==> src/rtl/vga_sync_decoder.sv <==
// Receive-side VGA timing decoder: recovers pixel coordinates from sync/colour inputs,
// checks line/frame timing, tracks lock, and captures the colour at a probe coordinate.
module vga_sync_decoder #(
  parameter int unsigned H_ACTIVE        = 640,
  parameter int unsigned H_FRONT         = 16,
  parameter int unsigned H_SYNC          = 96,
  parameter int unsigned H_BACK          = 48,
  parameter int unsigned V_ACTIVE        = 480,
  parameter int unsigned V_FRONT         = 10,
  parameter int unsigned V_SYNC          = 2,
  parameter int unsigned V_BACK          = 33,
  parameter bit          SYNC_ACTIVE_LOW = 1'b1
) (
  input  logic        clk_i,
  input  logic        reset_i,
  input  logic        pix_en_i,
  input  logic        hsync_i,
  input  logic        vsync_i,
  input  logic [11:0] rgb_i,
  input  logic [9:0]  probe_x_i,
  input  logic [8:0]  probe_y_i,
  output logic [9:0]  x_o,
  output logic [8:0]  y_o,
  output logic        active_o,
  output logic        locked_o,
  output logic        frame_start_o,
  output logic        timing_error_o,
  output logic [7:0]  error_count_o,
  output logic [11:0] probe_rgb_o,
  output logic        probe_valid_o
);

  localparam int unsigned H_TOTAL     = H_ACTIVE + H_FRONT + H_SYNC + H_BACK;
  localparam int unsigned V_TOTAL     = V_ACTIVE + V_FRONT + V_SYNC + V_BACK;
  localparam int unsigned H_VIS_START = H_SYNC + H_BACK;
  localparam int unsigned H_VIS_END   = H_VIS_START + H_ACTIVE;
  localparam int unsigned V_VIS_START = V_SYNC + V_BACK;
  localparam int unsigned V_VIS_END   = V_VIS_START + V_ACTIVE;

  typedef enum logic [1:0] {StSearch, StAcquire, StLocked} state_e;

  state_e      state_q, state_d;
  logic        hs_prev_q, vs_prev_q;
  logic [9:0]  h_cnt_q, h_cnt_d;
  logic [9:0]  v_cnt_q, v_cnt_d;
  logic        acq_bad_q, acq_bad_d;
  logic [9:0]  probe_x_q;
  logic [8:0]  probe_y_q;
  logic [9:0]  x_q;
  logic [8:0]  y_q;
  logic        active_q;
  logic        frame_start_q;
  logic        timing_error_q;
  logic [7:0]  error_count_q;
  logic [11:0] probe_rgb_q;
  logic        probe_valid_q;

  logic        hs_act, vs_act;
  logic        h_edge, h_fall, v_edge, v_fall;
  logic        h_sat, h_vis, v_vis, viol, probe_hit;
  logic [10:0] h_next, v_next;
  logic [9:0]  x_d;
  logic [8:0]  y_d;

  always_comb begin
    hs_act = SYNC_ACTIVE_LOW ? ~hsync_i : hsync_i;
    vs_act = SYNC_ACTIVE_LOW ? ~vsync_i : vsync_i;
    h_edge = hs_act & ~hs_prev_q;
    h_fall = ~hs_act & hs_prev_q;
    v_edge = vs_act & ~vs_prev_q;
    v_fall = ~vs_act & vs_prev_q;
    h_next = {1'b0, h_cnt_q} + 11'd1;
    v_next = {1'b0, v_cnt_q} + 11'd1;

    // Saturation is flagged only on the step into 1023, so it reports once per missing edge.
    h_sat   = !h_edge && (h_cnt_q == 10'd1022);
    h_cnt_d = h_edge ? 10'd0 : ((h_cnt_q == 10'h3FF) ? h_cnt_q : h_next[9:0]);
    v_cnt_d = v_edge ? 10'd0 : (h_edge ? v_next[9:0] : v_cnt_q);

    viol = (state_q != StSearch) &&
           ((h_edge && (h_next != 11'(H_TOTAL))) ||
            (h_fall && (h_next != 11'(H_SYNC))) ||
            (v_edge && (v_next != 11'(V_TOTAL))) ||
            (v_fall && (v_cnt_q != 10'(V_SYNC - 1))) ||
            h_sat);

    h_vis = (32'(h_cnt_d) >= H_VIS_START) && (32'(h_cnt_d) < H_VIS_END);
    v_vis = (32'(v_cnt_d) >= V_VIS_START) && (32'(v_cnt_d) < V_VIS_END);
    x_d   = h_vis ? 10'(32'(h_cnt_d) - H_VIS_START) : x_q;
    y_d   = v_vis ? 9'(32'(v_cnt_d) - V_VIS_START) : y_q;

    state_d   = state_q;
    acq_bad_d = 1'b0;
    unique case (state_q)
      StSearch: begin
        if (v_edge) state_d = StAcquire;
      end
      StAcquire: begin
        // A frame qualifies only if no violation occurred anywhere in it, edge sample included.
        acq_bad_d = v_edge ? 1'b0 : (acq_bad_q | viol);
        if (v_edge && !viol && !acq_bad_q) state_d = StLocked;
      end
      StLocked: begin
        if (viol) state_d = StSearch;
      end
      default: state_d = StSearch;
    endcase

    probe_hit = (state_d == StLocked) && h_vis && v_vis &&
                (x_d == probe_x_q) && (y_d == probe_y_q);
  end

  always_ff @(posedge clk_i or posedge reset_i) begin
    if (reset_i) begin
      state_q        <= StSearch;
      hs_prev_q      <= 1'b0;
      vs_prev_q      <= 1'b0;
      h_cnt_q        <= 10'd0;
      v_cnt_q        <= 10'd0;
      acq_bad_q      <= 1'b0;
      probe_x_q      <= 10'd0;
      probe_y_q      <= 9'd0;
      x_q            <= 10'd0;
      y_q            <= 9'd0;
      active_q       <= 1'b0;
      frame_start_q  <= 1'b0;
      timing_error_q <= 1'b0;
      error_count_q  <= 8'd0;
      probe_rgb_q    <= 12'd0;
      probe_valid_q  <= 1'b0;
    end else if (pix_en_i) begin
      state_q        <= state_d;
      hs_prev_q      <= hs_act;
      vs_prev_q      <= vs_act;
      h_cnt_q        <= h_cnt_d;
      v_cnt_q        <= v_cnt_d;
      acq_bad_q      <= acq_bad_d;
      x_q            <= x_d;
      y_q            <= y_d;
      active_q       <= h_vis && v_vis && (state_d == StLocked);
      frame_start_q  <= v_edge;
      timing_error_q <= viol;
      probe_valid_q  <= probe_hit;
      if (v_edge) begin
        probe_x_q <= probe_x_i;
        probe_y_q <= probe_y_i;
      end
      if (viol && (error_count_q != 8'hFF)) error_count_q <= error_count_q + 8'd1;
      if (probe_hit) probe_rgb_q <= rgb_i;
    end else begin
      frame_start_q  <= 1'b0;
      timing_error_q <= 1'b0;
      probe_valid_q  <= 1'b0;
    end
  end

  assign x_o            = x_q;
  assign y_o            = y_q;
  assign active_o       = active_q;
  assign locked_o       = (state_q == StLocked);
  assign frame_start_o  = frame_start_q;
  assign timing_error_o = timing_error_q;
  assign error_count_o  = error_count_q;
  assign probe_rgb_o    = probe_rgb_q;
  assign probe_valid_o  = probe_valid_q;

endmodule

==> config.mk <==
export PLATFORM = sky130hd
export DESIGN_NAME = vga_sync_decoder
export DESIGN_NICKNAME = d
export VERILOG_FILES = /design/src/rtl/vga_sync_decoder.sv
export SDC_FILE = /design/constraint.sdc
export NUM_CORES = 1
export LEC_CHECK = 0
export BUFFER_PORTS_ARGS = -buffer_cell sky130_fd_sc_hd__buf_2
export CAP_MARGIN = 5
export CORE_MARGIN = 10
export CORE_UTILIZATION = 45
export CTS_CLUSTER_SIZE = 30
export DETAILED_ROUTE_END_ITERATION = 16
export PLACE_DENSITY = 0.65
export SLEW_MARGIN = 20
export SYNTH_ARGS = -nofsm -noshare
export SYNTH_HDL_FRONTEND = slang
export SYNTH_SLANG_ARGS = --single-unit
==> constraint.sdc <==
create_clock -name clk_i -period 4.3 [get_ports clk_i]
set_clock_uncertainty 0.1 [all_clocks]
set_input_delay 0.645 -clock clk_i [delete_from_list [all_inputs] [get_ports clk_i]]
set_output_delay 0.645 -clock clk_i [all_outputs]
set_load 0.03 [all_outputs]
; After elaboration in Yosys (flattened, before gate mapping)
; Cells that the tools add are included.
[op_classes]
bitwise_logic = 9
n_reduce_logical = 29
addsub = 5
n_mux = 15
order_cmp = 4
n_eq_ne = 12
[op_table]
columns = op, n
row1 = $mux 10, 5
row2 = $add 10x1->11 const B, 2
row3 = $ne 11x10->1 const B, 2
row4 = $eq 10x10->1 const B, 2
row5 = $lt 10x10->1 const B, 2
row6 = $logic_and 1x1->1, 17
row7 = $ne 11x7->1 const B, 1
row8 = $eq 10x10->1, 1
row9 = $ge 10x6->1 const B, 1
row10 = $ge 10x8->1 const B, 1
row11 = $ne 10x1->1 const B, 1
row12 = $sub 10x8->10 const B, 1
row13 = $eq 9x9->1, 1
row14 = $mux 9, 1
row15 = $sub 9x6->9 const B, 1
row16 = $add 8x1->8 const B, 1
row17 = $ne 8x8->1 const B, 1
row18 = $mux 2, 3
row19 = $pmux 2 s3, 1
row20 = $reduce_and 2->1, 3
row21 = $mux 1, 5
row22 = $and 1x1->1, 4
row23 = $eq 2x2->1 const B, 2
row24 = $logic_or 1x1->1, 4
row25 = other kinds (6), 11
[word_totals]
wordCells = 90
reg_bits = 87
inputBits = 36
output_inout_bits = 44

; Depth between registers and ports, before layout
; Gate-level depths: netlist of run 1.
[depth]
ltp_word = 19
ltp_mapped = 18
mapped_depth_nobuf = 14

; Worst setup path before layout of run 1
; OpenSTA, ideal clock, no wires.
[synth_path]
path_type = input port to flip-flop
from = input port hsync_i
to = register probe_rgb_q[0] (netlist: probe_rgb_o[0])
cell_stages = 17
path_buffers = 4
setup_slack_ps = -524
t_arrival_ps = 4599
setup_ps = 125
path_cell_list = nor2_1 buf_2 buf_1 xnor2_1 or2_2 inv_1 ha_1 clkbuf_1 a211oi_1 a2bb2oi_2 a21oi_1 or3_1 a32o_1 or4_4 nor4_4 buf_6 mux2_4
[synth_between]
word_cells_on_any_way = 39
cone_classes = add/sub: 2 / order compare: 4 / eq/ne: 3 / mux: 8 / bitwise: 3 / reduce/logical: 19
[synth_rtl]
columns = item, line_no
row1 = "start, declared", 17  ; input logic hsync_i,
row2 = $not 1->1 *, 66  ; hs_act = SYNC_ACTIVE_LOW ? ~hsync_i : hsync_i;
row3 = $and 1x1->1 *, 68  ; h_edge = hs_act & ~hs_prev_q;
row4 = $mux 10 * (2 in a row), 78  ; v_cnt_d = v_edge ? 10'd0 : (h_edge ? v_next[9:0] : v_cnt_q);
row5 = named net v_cnt_d[0], 45  ; logic [9:0] v_cnt_q, v_cnt_d;
row6 = $ge 10x6->1 / $lt 10x10->1 (equally long branches), 88  ; v_vis = (32'(v_cnt_d) >= V_VIS_START) && (32'(v_cnt_d) < V_VIS_END);
row7 = $logic_and 1x1->1, 88
row8 = $mux 9 / $logic_and 1x1->1 (equally long branches), "90, 109"
row9 = $eq 9x9->1 / $logic_and 1x1->1 (equally long branches), "110, 109"
row10 = $logic_and 1x1->1 *, 110  ; (x_d == probe_x_q) && (y_d == probe_y_q);
row11 = $reduce_and 2->1 (no source line) *, n/a
row12 = "end signal, assigned", 149  ; if (probe_hit) probe_rgb_q <= rgb_i;
row13 = "end, declared", 55  ; logic [11:0] probe_rgb_q;
; The timed path passes the listed nets; every way through them passes the cells marked *.
; A chain may end at the register's enable or synchronous reset.

; Final worst setup path of run 1
[layout_path]
from = register h_cnt_q[1]
to = register probe_rgb_q[7] (netlist: probe_rgb_o[7])
[layout_between]
elab_chain_cells = 19
word_cells_on_any_way = 33
cone_classes = add/sub: 2 / order compare: 2 / eq/ne: 6 / mux: 6 / reduce/logical: 17
[layout_rtl]
columns = item, line_no
row1 = "start, declared", 44  ; logic [9:0] h_cnt_q, h_cnt_d;
row2 = "start signal, assigned", 135  ; h_cnt_q <= h_cnt_d;
row3 = $add 10x1->11, 72  ; h_next = {1'b0, h_cnt_q} + 11'd1;
row4 = $ne 11x10->1 / $ne 11x7->1 (equally long branches), "81, 82"
row5 = $logic_and 1x1->1 (on tied branches), "81, 82"
row6 = $logic_or 1x1->1, 81  ; ((h_edge && (h_next != 11'(H_TOTAL))) ||
row7 = $logic_or 1x1->1, 82  ; (h_fall && (h_next != 11'(H_SYNC))) ||
row8 = $logic_or 1x1->1, 83  ; (v_edge && (v_next != 11'(V_TOTAL))) ||
row9 = $logic_or 1x1->1, 84  ; (v_fall && (v_cnt_q != 10'(V_SYNC - 1))) ||
row10 = $logic_and 1x1->1, 80  ; viol = (state_q != StSearch) &&
row11 = $logic_not 1->1, 101  ; if (v_edge && !viol && !acq_bad_q) state_d = StLocked;
row12 = $logic_and 1x1->1 (2 in a row), 101
row13 = $mux 2, 101
row14 = $pmux 2 s3, 94  ; unique case (state_q)
row15 = $eq 2x2->1, 109  ; probe_hit = (state_d == StLocked) && h_vis && v_vis &&
row16 = $logic_and 1x1->1 (2 in a row), 109
row17 = $logic_and 1x1->1 *, 109
row18 = $logic_and 1x1->1 *, 110
row19 = $reduce_and 2->1 (no source line) *, n/a
; Mark *: on every way between the ends. The rest lies on a longest branch, timed or not.

==> results of run 1 <==
how the worst max path moves through the flow:
stage | depth (start not counted) | from | slack [ns] | end
floorplan | 18 | hsync_i | 0.02 | probe_rgb_o[0]$_DFFE_PP0P_
global placement | 14 | h_cnt_q[0]$_DFFE_PP0P_ | 0.1 | probe_rgb_o[10]$_DFFE_PP0P_
detailed placement | 14 | hsync_i | 0.02 | probe_rgb_o[9]$_DFFE_PP0P_
CTS | 14 | h_cnt_q[0]$_DFFE_PP0P_ | 0.005 | probe_rgb_o[9]$_DFFE_PP0P_
global route | 16 | h_cnt_q[1]$_DFFE_PP0P_ | -0.03 | probe_rgb_o[7]$_DFFE_PP0P_
finish | 15 | h_cnt_q[1]$_DFFE_PP0P_ | 0.15 | probe_rgb_o[7]$_DFFE_PP0P_
worst max-delay path, cell delays in order (launching register included):
cell,delay [ns]
sky130_fd_sc_hd__dfrtp_1,0.37
sky130_fd_sc_hd__ha_2,0.18
sky130_fd_sc_hd__nand4_1,0.23
sky130_fd_sc_hd__buf_4,0.24
sky130_fd_sc_hd__a211oi_1,0.17
sky130_fd_sc_hd__buf_4,0.17
sky130_fd_sc_hd__o21ai_2,0.07
sky130_fd_sc_hd__and2_4,0.14
sky130_fd_sc_hd__o41a_1,0.47
sky130_fd_sc_hd__buf_6,0.15
sky130_fd_sc_hd__mux2i_2,0.16
sky130_fd_sc_hd__a32o_1,0.22
sky130_fd_sc_hd__or4_4,0.53
sky130_fd_sc_hd__nor4_4,0.29
sky130_fd_sc_hd__clkbuf_16,0.24
sky130_fd_sc_hd__mux2_4,0.29
Yosys cell counts (all sizes together), types with 7 or more instances:
cell	number	share of area (%)
nand3	18	1.9
mux2i	11	2.0
nor2	33	2.2
buf	20	2.0
nor4	8	1.5
a31oi	10	1.1
xor2	13	2.1
mux2	44	9.6
and3	7	0.79
nor3	14	1.4
xnor2	21	3.3
inv	21	1.4
nand4	12	1.4
and2	11	1.2
nand2	52	3.5
dfrtp	87	39
ha	9	2.0
a21oi	32	2.9
o21ai	46	4.4
clkbuf	19	1.3
sequential cells by signal (all words and copies together) (netlist names):
signal and count:
acq_bad_q 1, error_count_o 8, vs_prev_q 1, h_cnt_q 10, frame_start_o 1, state_q 2
active_o 1, x_o 10, probe_y_q 9, probe_rgb_o 12, timing_error_o 1, probe_x_q 10
probe_valid_o 1, y_o 9, v_cnt_q 10, hs_prev_q 1
metrics by stage:
stage	std cells	TNS (ns)
5_1_grt	886	-0.185
3_3_place_gp	860	0
3_5_place_dp	860	0
6_report	886	0
2_1_floorplan	586	0
4_1_cts	876	0
power by group:
| group | internal [W] | switching, W |
|---|---|---|
| Sequential | 0.00101 | 0.000216 |
| Clock | 0.000410 | 0.000385 |
| Combinational | 0.000570 | 0.000826 |
| Total | 0.00199 | 0.00143 |
kinds of logic after synthesis:
kind of cell               after synthesis  synth area share (%)
and+or+nand+nor                        188                  18.6
AOI/OAI and AO/OA                      153                  18.4
DFF                                     87                  39.3
buffers and inverters                   60                  4.72
muxes                                   55                  11.6
xor gates and xnor gates                34                  5.37
adders and majority gates                9                  2.03
final cells by class:
cell class	count	area (sq um)	area share [%]
sequential	87	2180	30.8
tap	168	210	2.96
inverter	21	80.1	1.13
clock inverter	7	72.6	1.02
clock buffer	9	225	3.17
timing repair buffer	155	1020	14.4
multi-input combinational	439	3300	46.5
repair_timing:
action | CTS | global route
endpoints found under the hold margin | 0 | 0
resized for setup | 0 | 43
endpoints found under the setup margin | 0 | 12
setup buffers | 0 | 9
routing by layer:
metal	share of wire [%]	track usage, %
met2	50	31.8
met5	0	0
met3	4.5	3.75
met1	44	24.3
met4	1.8	6.02
==> run_results.csv, run 1 <==
group,metric,value,unit
timing,slew_viol_final,0,
layout,layout.cells.most_common,"sky130_fd_sc_hd__dfrtp_1",
clocking,cts.reportedPaths.clkPinSlew,0.07,ns
critical_path,path_max_fanout,6,
die,placement_rows,40,
critical_path,critical_path_required,4.44,ns
layout,post-route-util,58.9,%
routing,drc_errors,0,
job,max_cap_violations,0,
placed_design,post-place-ws,0.0196,ns
critical_path,ff2ff_setup_slack,0.15,ns
min_path,class_of_the_worst_hold_path,"in -> async",
layout,drive_above_1_share,37.6,%
placed_design,dpl.hpwl,12600,um
yosys,post_synthesis_mean_instance_area,9.46,sq um
yosys,synth_enable_flop_cells,0,
die,vertical_die_dimension,131,um
clocking,maximum_buffer_depth_of_the_clock_tree,2,
layout,final_cell_area,7100,sq um
die,area_of_the_core,12100,sq um
routing,route.final.wire_length,16500,um
critical_path,critical_path_class,"reg -> reg",
clocking,cts_tree,"done",
die,io_pins,80,
pwr,power.density,481,nW/um^2
clocking,cts_root_buffer,"sky130_fd_sc_hd__clkbuf_16",
timing,final-setup-viol-count,0,
routing,final_antenna_net_count,0,
layout,final_net_count,758,
critical_path,reg2regPathDepth,15,
yosys,synth_seq_area_share,39.3,%
yosys,synth_cell_types,77,
timing,clock.fmax,241,MHz
yosys,synthCells,586,
routing,drt-vias-per-instance,5.74,
yosys,synth.ff_latch_count,87,
run_status,outcome,"finished clean",
layout,area_growth,28.1,%
global_routing,grt_first_pass_wirelength,25800,um
yosys,ys.warnings.count,0,
global_routing,grt_start_max_net_pins,55,
routing,post_drt_wl_per_cell,18.6,um
yosys,postSynth.asyncResetShare,100,%
placed_design,gpl.final_weighted_congestion,0.943,
routing,dr_total_vias,5083,
clocking,htreeDepth,3,
layout,layout.cells.most_common_list,"82 x sky130_fd_sc_hd__dfrtp_1, 79 x sky130_fd_sc_hd__buf_2, 69 x sky130_fd_sc_hd__buf_4",
placed_design,place_area,6520,sq um
die,start_util,46.0,%
timing,hold_viol,0,
yosys,mappedNetlistArea,5540,sq um
routing,drt_pre_antenna_iters,5,
timing,timing.final.crit_share,96.4,%
pwr,p_leak,3.09,nW
global_routing,first_global_vias,4971,
placed_design,port-buffer-count,79,
timing,worst_hold_slack,0.353,ns
global_routing,number_of_antenna_violations_at_the_first_check_in_global_routing,0,
critical_path,worstSetupStartpointType,"register",
timing,maxSlewHeadroom,27.8,%
critical_path,worstReg2RegEnd,"probe_rgb_o[7]$_DFFE_PP0P_",
timing,finalWorstPathRequiredPeriod,4.15,ns
pwr,ir_worst_vdd,428,uV
clocking,cts_made_buffers,9,
critical_path,setup.worst_path.end_class,"register",
yosys,dominantRegCellSynth,"sky130_fd_sc_hd__dfrtp_1",
clocking,tritoncts_num_sinks,87,
die,die_w,131,um
clocking,clock_latency,0.36,ns
timing,worst_slew_pin_slew,1.08,ns
clocking,holdBufCountCts,0,
yosys,syn_nets,631,
global_routing,global_route.overflow_total,0,
critical_path,worstPathArrival,4.29,ns
pwr,finalPower,0.00342,W
layout,n_fill_cell,1055,
timing,fin_worst_setup_slack,0.155,ns
routing,drt_iter0_drc,458,
die,fp.dieArea,17200,sq um
global_routing,grtUsageTotal,19.1,%
critical_path,rr_startpoint,"h_cnt_q[1]$_DFFE_PP0P_",
layout,insertedDiodeCount,0,
(Power assumes the default switching activity.)
==> inputs of run 2 (changes only) <==
Settings changed: ABC_AREA set to 1.
==> run 2 against run 1 <==
  * Die area shrank 0.61%
  * Synthesized cell count grew 31%
  * Synthesized area shrank 0.72%
  * Cell area shrank 11%
  * Non-clock buffer count shrank 68
  * Critical endpoint is now probe_rgb_o[11]$_DFFE_PP0P_
  * Largest cell class unchanged
  * Largest power group is now registers
  * Highest routed layer unchanged
==> run_results.csv, run 2 <==
group,metric,value,unit
timing,timing.final.crit_share,87.5,%
pwr,finalPower,0.00288,W
clocking,cts_root_buffer,"sky130_fd_sc_hd__clkbuf_16",
yosys,leading_post_synthesis_cells_by_cell_area,"sky130_fd_sc_hd__dfrtp_1 40%, sky130_fd_sc_hd__nand2_1 17%, sky130_fd_sc_hd__nand3_1 8.4%",
routing,route.final.wire_length,14300,um
die,vertical_die_dimension,131,um
layout,number_of_flip_flops_under_the_largest_register_name,12,
routing,post_drt_wl_per_cell,14.3,um
layout,area_growth,15.2,%
clocking,maximum_buffer_depth_of_the_clock_tree,2,
clocking,cts_made_buffers,9,
pwr,pwr-share-comb,31.3,%
critical_path,worstPathArrival,3.95,ns
pwr,cellInternalPower,0.00181,W
pwr,p_leak,3.40,nW
global_routing,first_global_vias,5116,
pwr,power.switching_fraction,37.4,%
yosys,synth_adder_area_share,2.05,%
critical_path,setup.worst_path.end_class,"register",
layout,drive_above_1_share,19.9,%
critical_path,critical_path_class,"reg -> reg",
timing,grt_setup_unrepaired,"false",
routing,dr_total_vias,5169,
clocking,cts_tree,"done",
routing,drt_iter0_drc,352,
die,io_pins,80,
timing,hold_viol,0,
yosys,dominantRegCellSynth,"sky130_fd_sc_hd__dfrtp_1",
clocking,clock_latency,0.35,ns
pwr,power.switching,0.00108,W
timing,final-setup-viol-count,0,
global_routing,grt_start_max_net_pins,63,
yosys,synthesized_area_fraction_occupied_by_ao_oa_aoi_and_oai_cells,8.87,%
routing,drt_pre_antenna_iters,6,
critical_path,worstSetupStartpointType,"register",
yosys,netlist.top_cell.by_area,"sky130_fd_sc_hd__dfrtp_1",
critical_path,critical_path_required,4.49,ns
yosys,synthMuxAreaShare,0.205,%
pwr,power.density,455,nW/um^2
yosys,synth-simple-area-share,38.9,%
pwr,clockPowerShare,31.6,%
placed_design,port-buffer-count,79,
global_routing,grt_first_pass_wirelength,23600,um
timing,worst_slew_pin_slew,0.719,ns
die,fp.dieArea,17100,sq um
timing,finalWorstPathRequiredPeriod,3.76,ns
job,max_cap_violations,0,
timing,maxSlewHeadroom,52.0,%
die,placement_rows,40,
yosys,ys.warnings.count,0,
die,die_w,131,um
min_path,class_of_the_worst_hold_path,"in -> async",
timing,clock.fmax,266,MHz
run_status,outcome,"finished clean",
clocking,cts_repair_resize_count,0,
yosys,synth_enable_flop_cells,0,
layout,layout.cells.most_common,"sky130_fd_sc_hd__nand2_1",
yosys,syn_nets,814,
yosys,yosysTopAreaCellShare,39.6,%
yosys,post_synth_top_cells,"250 x sky130_fd_sc_hd__nand2_1, 92 x sky130_fd_sc_hd__nand3_1, 87 x sky130_fd_sc_hd__dfrtp_1, 85 x sky130_fd_sc_hd__inv_1, 64 x sky130_fd_sc_hd__o21ai_0",
layout,layout.cells.most_common_list,"250 x sky130_fd_sc_hd__nand2_1, 92 x sky130_fd_sc_hd__nand3_1, 87 x sky130_fd_sc_hd__dfrtp_1",
routing,final_antenna_net_count,0,
clocking,cts.reportedPaths.clkPinSlew,0.07,ns
yosys,post_synthesis_mean_instance_area,7.16,sq um
clocking,number_of_buffers_added_for_setup_after_cts,0,
global_routing,global_route.overflow_total,0,
yosys,synthCells,769,
yosys,dominant_combinational_cell_family_by_area_after_synthesis,"simple AND/OR/NAND/NOR gates",
die,area_of_the_core,12000,sq um
yosys,mappedNetlistArea,5500,sq um
pwr,ir_worst_vdd,257,uV
clocking,holdBufCountCts,0,
placed_design,dpl.hpwl,10700,um
timing,slew_viol_final,0,
placed_design,gpl.final_weighted_congestion,0.895,
timing,worst_hold_slack,0.229,ns
routing,drt-vias-per-instance,5.19,
layout,final_net_count,889,
critical_path,path_max_fanout,14,
pwr,seq_power_share,37.1,%
layout,insertedDiodeCount,0,
yosys,synth_cell_types,42,
global_routing,number_of_antenna_violations_at_the_first_check_in_global_routing,0,
clocking,tritoncts_num_sinks,87,
global_routing,grtUsageTotal,17.2,%
timing,setup_total_negative_slack,0,ns
yosys,synth_seq_area_share,39.6,%
routing,drc_errors,0,
die,start_util,45.8,%
yosys,most_frequently_used_cell_type_in_the_post_synthesis_netlist,"sky130_fd_sc_hd__nand2_1",
yosys,synth.ff_latch_count,87,
yosys,postSynth.asyncResetShare,100,%
clocking,htreeDepth,3,
yosys,synth_xor_area_share,1.59,%
run 2: logic make-up after synthesis:
family | after synthesis
buffers and inverters | 113
AOI/OAI and AO/OA | 90
muxes | 1
and+or+nand+nor | 459
adders and majority gates | 9
xor gates and xnor gates | 10
DFF | 87
run 2: critical path, cell delays in order, from the launching register on:
cell and delay [ns]:
sky130_fd_sc_hd__dfrtp_1 0.43, sky130_fd_sc_hd__ha_1 0.24, sky130_fd_sc_hd__inv_1 0.09, sky130_fd_sc_hd__nor2_4 0.19, sky130_fd_sc_hd__nand3_4 0.17, sky130_fd_sc_hd__nand2_1 0.11
sky130_fd_sc_hd__nand2_1 0.17, sky130_fd_sc_hd__ha_1 0.34, sky130_fd_sc_hd__a21oi_4 0.20, sky130_fd_sc_hd__nor2_4 0.06, sky130_fd_sc_hd__nand2_4 0.15, sky130_fd_sc_hd__nand2_4 0.19
sky130_fd_sc_hd__nand2_1 0.13, sky130_fd_sc_hd__nand2_1 0.08, sky130_fd_sc_hd__nand2_1 0.06, sky130_fd_sc_hd__nand2_1 0.06, sky130_fd_sc_hd__nor2_1 0.16, sky130_fd_sc_hd__nand3_1 0.13
sky130_fd_sc_hd__nor2_2 0.40, sky130_fd_sc_hd__nand3_1 0.14, sky130_fd_sc_hd__nand2_1 0.10
run 2: metrics by stage:
| stage | utilization (%) | instance area [sq um] | instances | setup WS, ns |
|---|---|---|---|---|
| final | 52.8 | 6340 | 996 | 0.539 |
| after global routing | 52.8 | 6340 | 996 | 0.109 |
| after detailed placement | 49.9 | 6000 | 980 | 0.464 |
| after CTS | 52.8 | 6340 | 996 | 0.539 |
| after floorplan | - | 5500 | 769 | 1.12 |
| after global placement | 49.9 | 6000 | 980 | 0.639 |
run 2: worst paths after layout:
path	slack, ns	from	to	cells past startpoint
worst max-delay path	0.54	h_cnt_q[1]$_DFFE_PP0P_	probe_rgb_o[11]$_DFFE_PP0P_	20
worst min-delay path	0.23	reset_i	y_o[6]$_DFFE_PP0P_	2
worst max register to register	0.54	h_cnt_q[1]$_DFFE_PP0P_	probe_rgb_o[11]$_DFFE_PP0P_	20
worst min register to register	0.37	probe_rgb_o[9]$_DFFE_PP0P_	probe_rgb_o[9]$_DFFE_PP0P_	2
max in group asynchronous	2.74	reset_i	h_cnt_q[4]$_DFFE_PP0P_	3
min in group clk_i	0.37	probe_rgb_o[9]$_DFFE_PP0P_	probe_rgb_o[9]$_DFFE_PP0P_	2
run 2: routing by layer:
metal  vias up  track usage [%]  wire, um
li1       2611                -         -
met1      2425             21.1      6530
met2       110             28.6      6810
met3        23             2.98       534
met4         0             8.70       398
met5         -                0         0
run 2: cell type report:
| cell class | count | area (sq um) |
|---|---|---|
| clock buffer | 9 | 225 |
| clock inverter | 7 | 120 |
| fill | 1159 | 5670 |
| inverter | 90 | 339 |
| multi-input combinational | 569 | 2840 |
| sequential | 87 | 2180 |
| tap | 147 | 184 |
| timing repair buffer | 87 | 455 |
run 2: power by group through the flow:
stage | combinational [W] | sequential, W | clock (W)
floorplan | 0.000536 | 0.00120 | 0
finish | 0.000903 | 0.00107 | 0.000911
detailed placement | 0.000905 | 0.00108 | 0
global route | 0.00103 | 0.00109 | 0.000969
CTS | 0.000908 | 0.00107 | 0.000927
global placement | 0.000884 | 0.00108 | 0
==> inputs of run 3 (changes only) <==
Settings changed: PLACE_DENSITY 0.65 to 0.62.
Clock period 4.3 ns to 4.11 ns, I/O delays scaled along.
==> run 3 against run 2 <==
  * Cell count shrank 0.10%
  * Via count shrank 2.2%
  * Count of clock-buffer cells in the layout grew 4
  * Critical path depth shrank 1
  * Sequential share of layout area grew 0.18 points
  * Sequential power grew 5%
  * Highest routed layer unchanged
  * Critical endpoint is now probe_rgb_o[5]$_DFFE_PP0P_
  * Routed wire length is essentially flat
  * First-iteration DRC count grew 8.8%
==> run_results.csv, run 3 (synthesized netlist as in run 2, its figures left out) <==
group,metric,value,unit
run_status,outcome,"finished clean",
critical_path,reg2regPathDepth,19,
global_routing,grt_start_max_net_pins,74,
routing,route.final.wire_length,14300,um
layout,finish.cell_count_without_fillers,995,
die,fp.dieArea,17100,sq um
timing,hold_viol,0,
placed_design,port-buffer-count,79,
pwr,power.switching_fraction,38.1,%
critical_path,cpPeakStageDelay,0.43,ns
pwr,finalPower,0.00290,W
global_routing,number_of_antenna_violations_at_the_first_check_in_global_routing,0,
placed_design,placedCellCount,980,
die,die_w,131,um
clocking,cts.reportedPaths.clkPinSlew,0.06,ns
clocking,htreeDepth,3,
layout,post-route-util,52.5,%
critical_path,capture_point_of_the_critical_path,"probe_rgb_o[5]$_DFFE_PP0P_",
timing,slew_viol_final,0,
clocking,holdBufCountCts,0,
die,area_of_the_core,12000,sq um
routing,drt_iter0_drc,383,
timing,timing.final.crit_share,88.8,%
job,max_cap_violations,0,
pwr,pwr-share-comb,32.4,%
clocking,cts_tree,"done",
placed_design,gpl.final_weighted_congestion,0.889,
timing,finalWorstPathRequiredPeriod,3.65,ns
routing,post_drt_wl_per_cell,14.3,um
routing,drt_pre_antenna_iters,5,
timing,fin_worst_setup_slack,0.462,ns
critical_path,critPathMostFrequentCell,"sky130_fd_sc_hd__nand2_1",
layout,number_of_flip_flops_under_the_largest_register_name,12,
layout,layout.cells.most_common_list,"250 x sky130_fd_sc_hd__nand2_1, 92 x sky130_fd_sc_hd__nand3_1, 87 x sky130_fd_sc_hd__dfrtp_1",
critical_path,setup.worst_path.end_class,"register",
die,io_pins,80,
layout,n_fill_cell,1189,
pwr,clockPowerShare,29.0,%
clocking,tritoncts_num_sinks,87,
critical_path,worstPathArrival,3.83,ns
routing,dr_total_vias,5054,
critical_path,path_max_fanout,15,
die,start_util,45.8,%
placed_design,dpl.hpwl,10700,um
die,vertical_die_dimension,131,um
global_routing,grt_first_pass_wirelength,24000,um
layout,final_net_count,889,
timing,setup_total_negative_slack,0,ns
pwr,p_leak,3.38,nW
critical_path,rr_startpoint,"h_cnt_q[1]$_DFFE_PP0P_",
critical_path,timing.critical_path.cells,"ha_1 -> inv_1 -> nor2_4 -> nand3_4 -> nand2_1 -> nand2_1 -> ha_1 -> nand3_1 -> nand2_2 -> nand2_4 -> nand2_1 -> nand3_1 -> nand3_1 -> nor2_1 -> nand2_1 -> nor2_4 -> buf_4 -> nand3_1 -> nand2_1",
routing,drt-vias-per-instance,5.08,
critical_path,critical_path_required,4.29,ns
clocking,maximum_buffer_depth_of_the_clock_tree,2,
global_routing,first_global_vias,5058,
critical_path,cp-startpoint,"h_cnt_q[1]$_DFFE_PP0P_",
routing,final_antenna_net_count,0,
timing,worst_slew_pin_slew,0.940,ns
critical_path,critical_path_class,"reg -> reg",
global_routing,grtUsageTotal,17.4,%
pwr,power.switching,0.00111,W
clocking,cts_made_buffers,9,
pwr,seq_power_share,38.6,%
pwr,cellInternalPower,0.00180,W
timing,final-setup-viol-count,0,
layout,area_growth,14.6,%
pwr,ir_worst_vdd,307,uV
layout,layout.cells.most_common,"sky130_fd_sc_hd__nand2_1",
clocking,cts_root_buffer,"sky130_fd_sc_hd__clkbuf_16",
pwr,power.density,460,nW/um^2
timing,maxSlewHeadroom,37.3,%
clocking,clock_latency,0.35,ns
die,placement_rows,40,
layout,insertedDiodeCount,0,
critical_path,ff2ff_setup_slack,0.46,ns
routing,drc_errors,0,
timing,grt_setup_unrepaired,"false",
timing,clock.fmax,274,MHz
layout,drive_above_1_share,19.6,%
min_path,class_of_the_worst_hold_path,"in -> async",
critical_path,critical_path.slowest_cell,"sky130_fd_sc_hd__dfrtp_1",
critical_path,worstSetupStartpointType,"register",
global_routing,global_route.overflow_total,0,
critical_path,worstReg2RegEnd,"probe_rgb_o[5]$_DFFE_PP0P_",
placed_design,post-place-ws,0.222,ns
## run 3: cell types whose count changed in the layout (fill, tap and decap cells not counted)
cell | before | now
sky130_fd_sc_hd__clkinvlp_4 | 1 | 0
sky130_fd_sc_hd__clkbuf_1 | 0 | 2
sky130_fd_sc_hd__bufinv_16 | 3 | 1
sky130_fd_sc_hd__nor2_4 | 3 | 4
sky130_fd_sc_hd__clkinv_4 | 1 | 0
sky130_fd_sc_hd__clkinv_2 | 2 | 1
sky130_fd_sc_hd__nor2_2 | 10 | 9
sky130_fd_sc_hd__nand3_2 | 11 | 10
sky130_fd_sc_hd__clkbuf_8 | 0 | 2
sky130_fd_sc_hd__nand3_4 | 1 | 2
## run 3: cell type report
cell class	instances	area [sq um]	area share (%)
clock buffers	13	260	4.13
clock inverters	2	38.8	0.615
inverters	90	339	5.37
multi-input cells	569	2850	45.2
flip-flops and latches	87	2180	34.5
well taps	147	184	2.92
repair buffers	87	455	7.22
## run 3: routing by layer
layer / global-route usage, % / routed length [um] / vias up
met5: 0 / 0 / -
met4: 6.93 / 308 / 0
met3: 3.06 / 513 / 26
met2: 29.0 / 6830 / 90
met1: 22.0 / 6610 / 2334
li1: - / - / 2604
## run 3: critical path: cells and delay by family, from the launching register on
kind,cells,cell delay [ns]
and+or+nand+nor,15,2.18
buffers and inverters,2,0.29
DFF,1,0.43
adders and majority gates,2,0.57
## run 3: timing repair
action                     in CTS  in global routing
setup buffers                   0                  0
gates resized for setup         0                  2
setup endpoints to repair       0                 12
## run 3: metrics by stage
stage | hold slack (ns) | area [sq um]
6_report | 0.0889 | 6310
3_3_place_gp | 0.352 | 6000
5_1_grt | 0.108 | 6310
3_5_place_dp | 0.355 | 6000
2_1_floorplan | 0.371 | 5500
4_1_cts | 0.0925 | 6300
## run 3: power by group through the flow
stage	logic [W]	clock network, W	registers (W)
final	0.000940	0.000844	0.00112
after global routing	0.00107	0.000903	0.00114
after CTS	0.000950	0.000859	0.00112
after detailed placement	0.000946	0	0.00113
after global placement	0.000927	0	0.00113
after floorplan	0.000561	0	0.00126
## run 3: how the worst min path moves through the flow
stage,startpoint,to,slack [ns],cells after the start
after floorplan,v_cnt_q[9]$_DFFE_PP0P_,v_cnt_q[9]$_DFFE_PP0P_,0.37,2
after global placement,probe_rgb_o[7]$_DFFE_PP0P_,probe_rgb_o[7]$_DFFE_PP0P_,0.35,2
after detailed placement,probe_rgb_o[7]$_DFFE_PP0P_,probe_rgb_o[7]$_DFFE_PP0P_,0.36,2
after CTS,reset_i,frame_start_o$_DFF_PP0_,0.09,2
after global routing,reset_i,probe_rgb_o[3]$_DFFE_PP0P_,0.11,2
final,reset_i,frame_start_o$_DFF_PP0_,0.09,2
